`config.mk`:
```
export PLATFORM = sky130hd
export DESIGN_NAME = alu_issue_ctrl
export DESIGN_NICKNAME = d
export VERILOG_FILES = /design/src/rtl/alu_issue_ctrl.sv
export SDC_FILE = /design/constraint.sdc
export NUM_CORES = 2
export LEC_CHECK = 0
export CORE_ASPECT_RATIO = 0.8
export CORE_MARGIN = 5
export CORE_UTILIZATION = 63
export DETAILED_ROUTE_END_ITERATION = 10
export PLACE_DENSITY = 0.82
export SLEW_MARGIN = 30
export SYNTH_ARGS = -nofsm -noshare
export SYNTH_HDL_FRONTEND = slang
export SYNTH_SLANG_ARGS = --single-unit
```
`constraint.sdc`:
```
create_clock -name clk -period 2.85 [get_ports clk]
set_input_delay 0.4275 -clock clk [delete_from_list [all_inputs] [get_ports clk]]
set_output_delay 0.4275 -clock clk [all_outputs]
set_load 0.01 [all_outputs]
```
`src/rtl/alu_issue_ctrl.sv`:
```
// Decode/issue controller for the 32-bit datapath ALU.
// Accepts MIPS words, reads the register file, holds the ALU operands, then writes the result back.
module alu_issue_ctrl #(
    parameter int DATA_W      = 32,
    parameter int EXEC_CYCLES = 1
) (
    input  logic              clk,
    input  logic              rst_n,
    input  logic              instr_valid,
    output logic              instr_ready,
    input  logic [31:0]       instr,
    output logic [2:0]        alu_op,
    output logic [DATA_W-1:0] alu_in1,
    output logic [DATA_W-1:0] alu_in2,
    output logic [15:0]       alu_imm,
    output logic [4:0]        alu_sh,
    input  logic [DATA_W-1:0] alu_result,
    output logic              wb_valid,
    output logic [4:0]        wb_addr,
    output logic [DATA_W-1:0] wb_data,
    output logic              illegal,
    input  logic [4:0]        dbg_addr,
    output logic [DATA_W-1:0] dbg_data
);

    localparam int CW = (EXEC_CYCLES > 1) ? $clog2(EXEC_CYCLES) : 1;

    typedef enum logic [1:0] {
        IDLE,
        DECODE,
        EXEC,
        WB
    } state_t;

    state_t            state;
    state_t            state_n;
    logic [31:0]       ir;
    logic [CW-1:0]     cnt;
    logic [4:0]        dst;
    logic [DATA_W-1:0] rf [32];

    logic [5:0] opc;
    logic [5:0] fn;
    logic       rtype;
    logic [2:0] dec_op;
    logic [4:0] dec_dst;
    logic       dec_ok;

    assign opc   = ir[31:26];
    assign fn    = ir[5:0];
    assign rtype = (opc == 6'h00);

    always_comb begin
        dec_op  = 3'b000;
        dec_dst = ir[15:11];
        dec_ok  = 1'b1;
        unique case (1'b1)
            rtype && fn == 6'h20: dec_op = 3'b000;
            rtype && fn == 6'h22: dec_op = 3'b001;
            rtype && fn == 6'h25: dec_op = 3'b011;
            rtype && fn == 6'h00: dec_op = 3'b101;
            rtype && fn == 6'h02: dec_op = 3'b110;
            rtype && fn == 6'h03: dec_op = 3'b111;
            opc == 6'h08: begin
                dec_op  = 3'b010;
                dec_dst = ir[20:16];
            end
            opc == 6'h0D: begin
                dec_op  = 3'b100;
                dec_dst = ir[20:16];
            end
            default: dec_ok = 1'b0;
        endcase
    end

    always_ff @(posedge clk or negedge rst_n) begin
        if (!rst_n) state <= IDLE;
        else        state <= state_n;
    end

    always_comb begin
        state_n = state;
        unique case (state)
            IDLE:    if (instr_valid) state_n = DECODE;
            DECODE:  state_n = dec_ok ? EXEC : IDLE;
            EXEC:    if (cnt == '0) state_n = WB;
            WB:      state_n = IDLE;
            default: state_n = IDLE;
        endcase
    end

    assign instr_ready = (state == IDLE);
    assign wb_valid    = (state == WB);
    assign dbg_data    = (dbg_addr == 5'd0) ? '0 : rf[dbg_addr];

    // R0 is never written, so its entry stays at its reset value of 0
    always_ff @(posedge clk or negedge rst_n) begin
        if (!rst_n) begin
            ir      <= '0;
            cnt     <= '0;
            dst     <= '0;
            alu_op  <= '0;
            alu_in1 <= '0;
            alu_in2 <= '0;
            alu_imm <= '0;
            alu_sh  <= '0;
            wb_addr <= '0;
            wb_data <= '0;
            illegal <= 1'b0;
            for (int i = 0; i < 32; i++) rf[i] <= '0;
        end else begin
            illegal <= 1'b0;
            unique case (state)
                IDLE: if (instr_valid) ir <= instr;
                DECODE: begin
                    if (dec_ok) begin
                        alu_op  <= dec_op;
                        alu_in1 <= rf[ir[25:21]];
                        alu_in2 <= rf[ir[20:16]];
                        alu_imm <= ir[15:0];
                        alu_sh  <= ir[10:6];
                        dst     <= dec_dst;
                        cnt     <= CW'(EXEC_CYCLES - 1);
                    end else begin
                        illegal <= 1'b1;
                    end
                end
                EXEC: begin
                    if (cnt == '0) begin
                        wb_data <= alu_result;
                        wb_addr <= dst;
                    end else begin
                        cnt <= cnt - 1'b1;
                    end
                end
                WB: if (wb_addr != 5'd0) rf[wb_addr] <= wb_data;
                default: ;
            endcase
        end
    end

endmodule

```
After elaboration in Yosys (flattened, before gate mapping)
Index checks and enable logic that the tools add are counted.
- output and inout port bits: 160
- bits of input ports: 72
- register bits after elaboration: 1190
- word-level logic and storage cells: 114
- $add $sub $neg: 1
- order comparisons: 5
- equality and inequality tests: 13
- reductions and logical operators: 21
- bitwise logic cells: 5
- muxes and demuxes: 25
- operators by type and width (operator ; count):
    $bwmux 1024 ; 1
    $bmux 32 s5 ; 3
    $mux 32 ; 8
    $demux 32 s5 ; 1
    $ge 6x6->1 const B ; 4
    $not 5->6 ; 4
    $pmux 3 s7 ; 1
    $eq 6x6->1 const B ; 3
    $eq 6x2->1 const B ; 2
    $eq 6x4->1 const B ; 2
    $logic_not 6->1 ; 2
    $reduce_and 2->1 ; 6
    $pmux 2 s4 ; 1
    $reduce_or 8->1 ; 1
    $logic_and 1x1->1 ; 7
    $lt 6x1->1 const B ; 1
    $mux 2 ; 3
    $ne 2x2->1 const B ; 3
    $logic_not 5->1 ; 1
    $mux 1 ; 5
    $mux 5 ; 1
    $reduce_bool 5->1 ; 1
    $eq 2x2->1 const B ; 2
    $eq 2x1->1 const B ; 1
    other kinds (6) ; 6

Depth between registers and ports, before layout
- depth after elaboration: 6
- depth in mapped cells: 10

Worst setup path after synthesis
OpenSTA, ideal clock, no wires.
- path type: input port to output port
- from: input port dbg_addr[1]
- to: output port dbg_data[0]
- buffers on the path: 3
- arrival time: 2.251 ns
- stages: 7
- data required time: 2.423 ns
- path slack: 0.171 ns
- cells stage by stage: clkbuf_1 -> clkbuf_1 -> clkbuf_1 -> mux4_2 -> mux4_2 -> nand2_1 -> o21ai_0
- cells in the longest elaborated chain, start to end: 5
- ends and longest elaborated chain (what ; line ; source):
    start, declared ; 22 ; input logic [4:0] dbg_addr,
    $not 5->6 (implied by the code) ; 94 ; assign dbg_data = (dbg_addr == 5'd0) ? '0 : rf[dbg_addr];
    $bmux 32 s5 ; 94 ;
    $mux 32 (implied by the code) (2 in a row) ; 94 ;
    $mux 32 * ; 94 ;
    end, declared ; 23 ; output logic [DATA_W-1:0] dbg_data
Mark *: on every way between the ends. The rest lies on a longest branch, timed or not. The select of a mux whose other input is x is not followed.

Worst setup path after layout
- from: register rf[320] (netlist name)
- to: output port dbg_data[0]
- cells in the longest elaborated chain, start to end: 4
- ends and longest elaborated chain (what ; line ; source):
    start, declared ; 40 ; logic [DATA_W-1:0] rf [32];
    start signal, assigned by index ; 136 ; WB: if (wb_addr != 5'd0) rf[wb_addr] <= wb_data;
    $bmux 32 s5 ; 94 ;
    $mux 32 (implied by the code) (2 in a row) ; 94 ;
    $mux 32 ; 94 ;
No other way between the ends. The select of a mux whose other input is x is not followed.

==> impl_metrics.yaml <==
pwr:
  p_sw_mw: 22.4
  power_leakage_nw: 38.1
  p_per_area_nw_per_um2: 729
  p_sw_share_pct: 37.0
  clkPwrFrac_pct: 29.4
  power.internal_mw: 38.0
  p_comb_share_pct: 37.8
  peakVddDrop_mv: 0.626
  seq_power_share_pct: 32.8
critical_path:
  ff2ff_path_depth: 7
  crit_type: "reg -> out"
  r2r_setup_slack_ps: 60
  crit_required_ps: 2420
  reg2reg_to: "alu_in2[19]"
  endpoint_kind: "output pin"
  critPathMaxFanout: 4
  critPathLaunch: "rf[320]"
  worstPathArrival_ps: 2610
  startpoint_type: "flop"
  r2r_start: "ir[16]"
  endpoint: "dbg_data[0]"
yosys:
  synth-edff-count: 0
  netlist.area_leader.share_pct: 42.4
  ys_ff_latch: 1184
  syn_area_per_cell_um2: 13.9
  synth_async_sr_flop_share_pct: 100
  ys_warn_count: 0
  ys.flop_type: "dfrtp_1"
  synth_nets: 5115
  ys_types: 44
  synth.area.top_cells: "dfrtp_1, mux2_2, mux4_2"
  netlist_area_um2: 69900
  yosysTopAreaCell: "dfrtp_1"
  syn_inst: 5043
  ys_seq_area_share_pct: 42.4
hold_path:
  holdCritPathClass: "in -> async"
die:
  fp.dieW_um: 382
  dieHeight_um: 308
  start_util_pct: 63.4
  rows: 109
  die-area_um2: 118000
  core_um2: 110000
  io_pins: 232
timing:
  finalHoldViolCount: 0
  finalSetupViolCount: 30
  period_minus_slack_ps: 3030
  worst_pin_slew_ps: 874
  period_share_pct: 106
  fmax_mhz: 330
  fin_ws_ps: -183
  slew_headroom_pct: 41.8
  rsz0062_at_grt: "true"
  finClkSkew_ps: 23.5
  fin_tns_setup_ps: -2780
  drv_slew: 0
  holdWs_ps: 198
detailed_routing:
  wl_per_cell_um: 36.4
  first_pass_iters: 9
  vias: 54494
  via_per_inst: 7.79
  drc: 0
  drt_wl_total_mm: 254
  drtAntennaViolNets: 0
  drt_iter0_drc: 9123
place:
  portBuffers: 231
  dp_hpwl_mm: 153
  gp_congestion: 0.940
  placed_area_um2: 76400
  dpl_worst_slack_ps: -427
final_layout:
  areaGrowthSynthToFinish_pct: 18.5
  fin_area_um2: 82800
  final_core_util_pct: 75.0
  drive_above_1_share_pct: 47.7
  fin_nets: 5526
  fill_cells: 6330
clocking:
  cts_buffer_depth: 3
  cts_tree: "built"
  clkSlewWorstSetupHoldPaths_ps: 60
  clock_latency_ps: 760
  cts_root_buffer: "clkbuf_16"
  h-tree-depth: 3
  cts_made_buffers: 117
  clock_sinks: 1184
grt:
  grt_pass1_vias: 54686
  grt_pass1_wl_mm: 374
  grtUsageTotal_pct: 42.8
  grt_overflow_total: 0
  antenna_found_initial: 7
  grt_max_degree: 133
status:
  violations: "negative setup slack"
  outcome: "finished with violations"
flow_run:
  cap_violations: 0
per-stage QoR:
stage,cells,total power [mW]
final,6995,60.3
after global routing,6992,61.7
after CTS,6936,59.4
after detailed placement,6535,41.7
after global placement,6535,41.3
after floorplan,5043,31.8
registers in the layout (all words and copies together), names as in the netlist, named ones only:
signal	cells
rf	1024
alu_in1	32
alu_in2	32
ir	32
wb_data	32
alu_imm	16
dst	5
wb_addr	5
alu_op	3
illegal	1
state	1
how the worst min path moves through the flow:
stage,to,cells after the start,startpoint,slack (ps)
after floorplan,asynchronous set/reset pin,0,rst_n,130
after global placement,rf[780],1,rst_n,370
after detailed placement,rf[780],1,rst_n,370
after CTS,rf[780],2,rst_n,180
after global routing,rf[780],2,rst_n,220
final,rf[876],2,rst_n,200
cell type report:
class | instances | area [µm²] | area share (%)
Clock buffer | 167 | 3450 | 4.16
Clock inverter | 47 | 930 | 1.12
Sequential cell | 1184 | 29700 | 35.8
Antenna cell | 3 | 7.51 | 0.00907
Inverter | 37 | 139 | 0.168
Timing Repair Buffer | 881 | 9010 | 10.9
Multi-Input combinational cell | 3233 | 37800 | 45.6
Tap cell | 1443 | 1810 | 2.18
cell families (layout without fill, tap and decap cells):
logic type      count (synthesis)  count (layout)  synth area share, %
simple gates                  243             243                 1.92
buf+inv                       626            1132                 4.22
mux                          2304            2304                 44.2
xor+xnor                        1               1               0.0125
flops                        1184            1184                 42.4
compound gates                685             685                 7.24
other cells                     0               3                    0
power groups by stage:
stage / Clock [mW] / Sequential [mW] / Combinational (mW)
after CTS: 17.8 / 19.7 / 22.0
after floorplan: 0 / 19.5 / 12.3
final: 17.8 / 19.8 / 22.8
after detailed placement: 0 / 20.0 / 21.8
after global placement: 0 / 19.9 / 21.5
after global routing: 18.5 / 19.8 / 23.4
critical path, stage by stage (launching register included):
cell,delay (ps)
dfrtp_1,420
mux4_2,490
mux4_2,490
nand2_2,80
o21ai_2,70
buf_6,160
buf_6,130
synthesized netlist by cell type (57+ instances only):
cell type / count
buf_2: 119
mux2_2: 1151
a221oi_1: 128
buf_1: 59
o21ai_0: 63
buf_4: 57
a22oi_1: 256
o32ai_1: 66
a211oi_1: 65
nand2b_1: 66
clkbuf_1: 326
dfrtp_1: 1184
a31oi_1: 65
mux4_2: 512
mux2i_1: 641
layer usage:
layer / wire length, µm / part of all wire [%] / vias up / GRT usage, %
li1: - / - / 20560 / -
met4: 19900 / 7.8 / 8 / 26.9
met2: 106000 / 42 / 4980 / 59.0
met5: 62 / 0.024 / - / 0
met3: 39200 / 15 / 1375 / 16.3
met1: 89400 / 35 / 27571 / 57.4
layout by cell type, fill, tap and decap left out, types with 4 or more instances in the layout:
master	Yosys	routed
inv_2	0	11
a31oi_1	65	65
or2_1	10	10
nor2_1	25	7
clkinvlp_4	0	4
inv_1	37	26
nand2_4	0	8
o21ai_2	0	19
nor2_4	0	18
clkbuf_1	326	19
a22oi_1	256	256
o21ai_4	0	9
o21ai_1	35	9
nand2_1	49	35
bufinv_16	0	26
clkbuf_8	0	29
clkinv_2	0	12
nand2b_1	66	66
clkbuf_16	0	120
o21ai_0	63	61
or2_0	54	54
dfrtp_1	1184	1172
mux2_2	1151	1151
o32ai_1	66	66
mux2i_1	641	641
buf_6	19	22
buf_4	57	500
dfrtp_4	0	10
a221oi_1	128	128
nand3_1	5	5
nor3b_1	4	4
buf_12	1	144
mux4_2	512	512
buf_2	119	17
clkdlybuf4s50_1	0	193
nand2_2	0	6
nor2b_4	0	9
a211oi_1	65	65
repair_timing:
action                                  in CTS  in global routing
hold buffers                                 1                  0
endpoints found under the setup margin      32                 32
resized for setup                          197                 10
endpoints found under the hold margin      185                  0
buffers inserted                           186                 56
pin swaps                                    1                  0
gates cloned                                 0                  1
No activity file was read; power rests on OpenSTA's default activity.
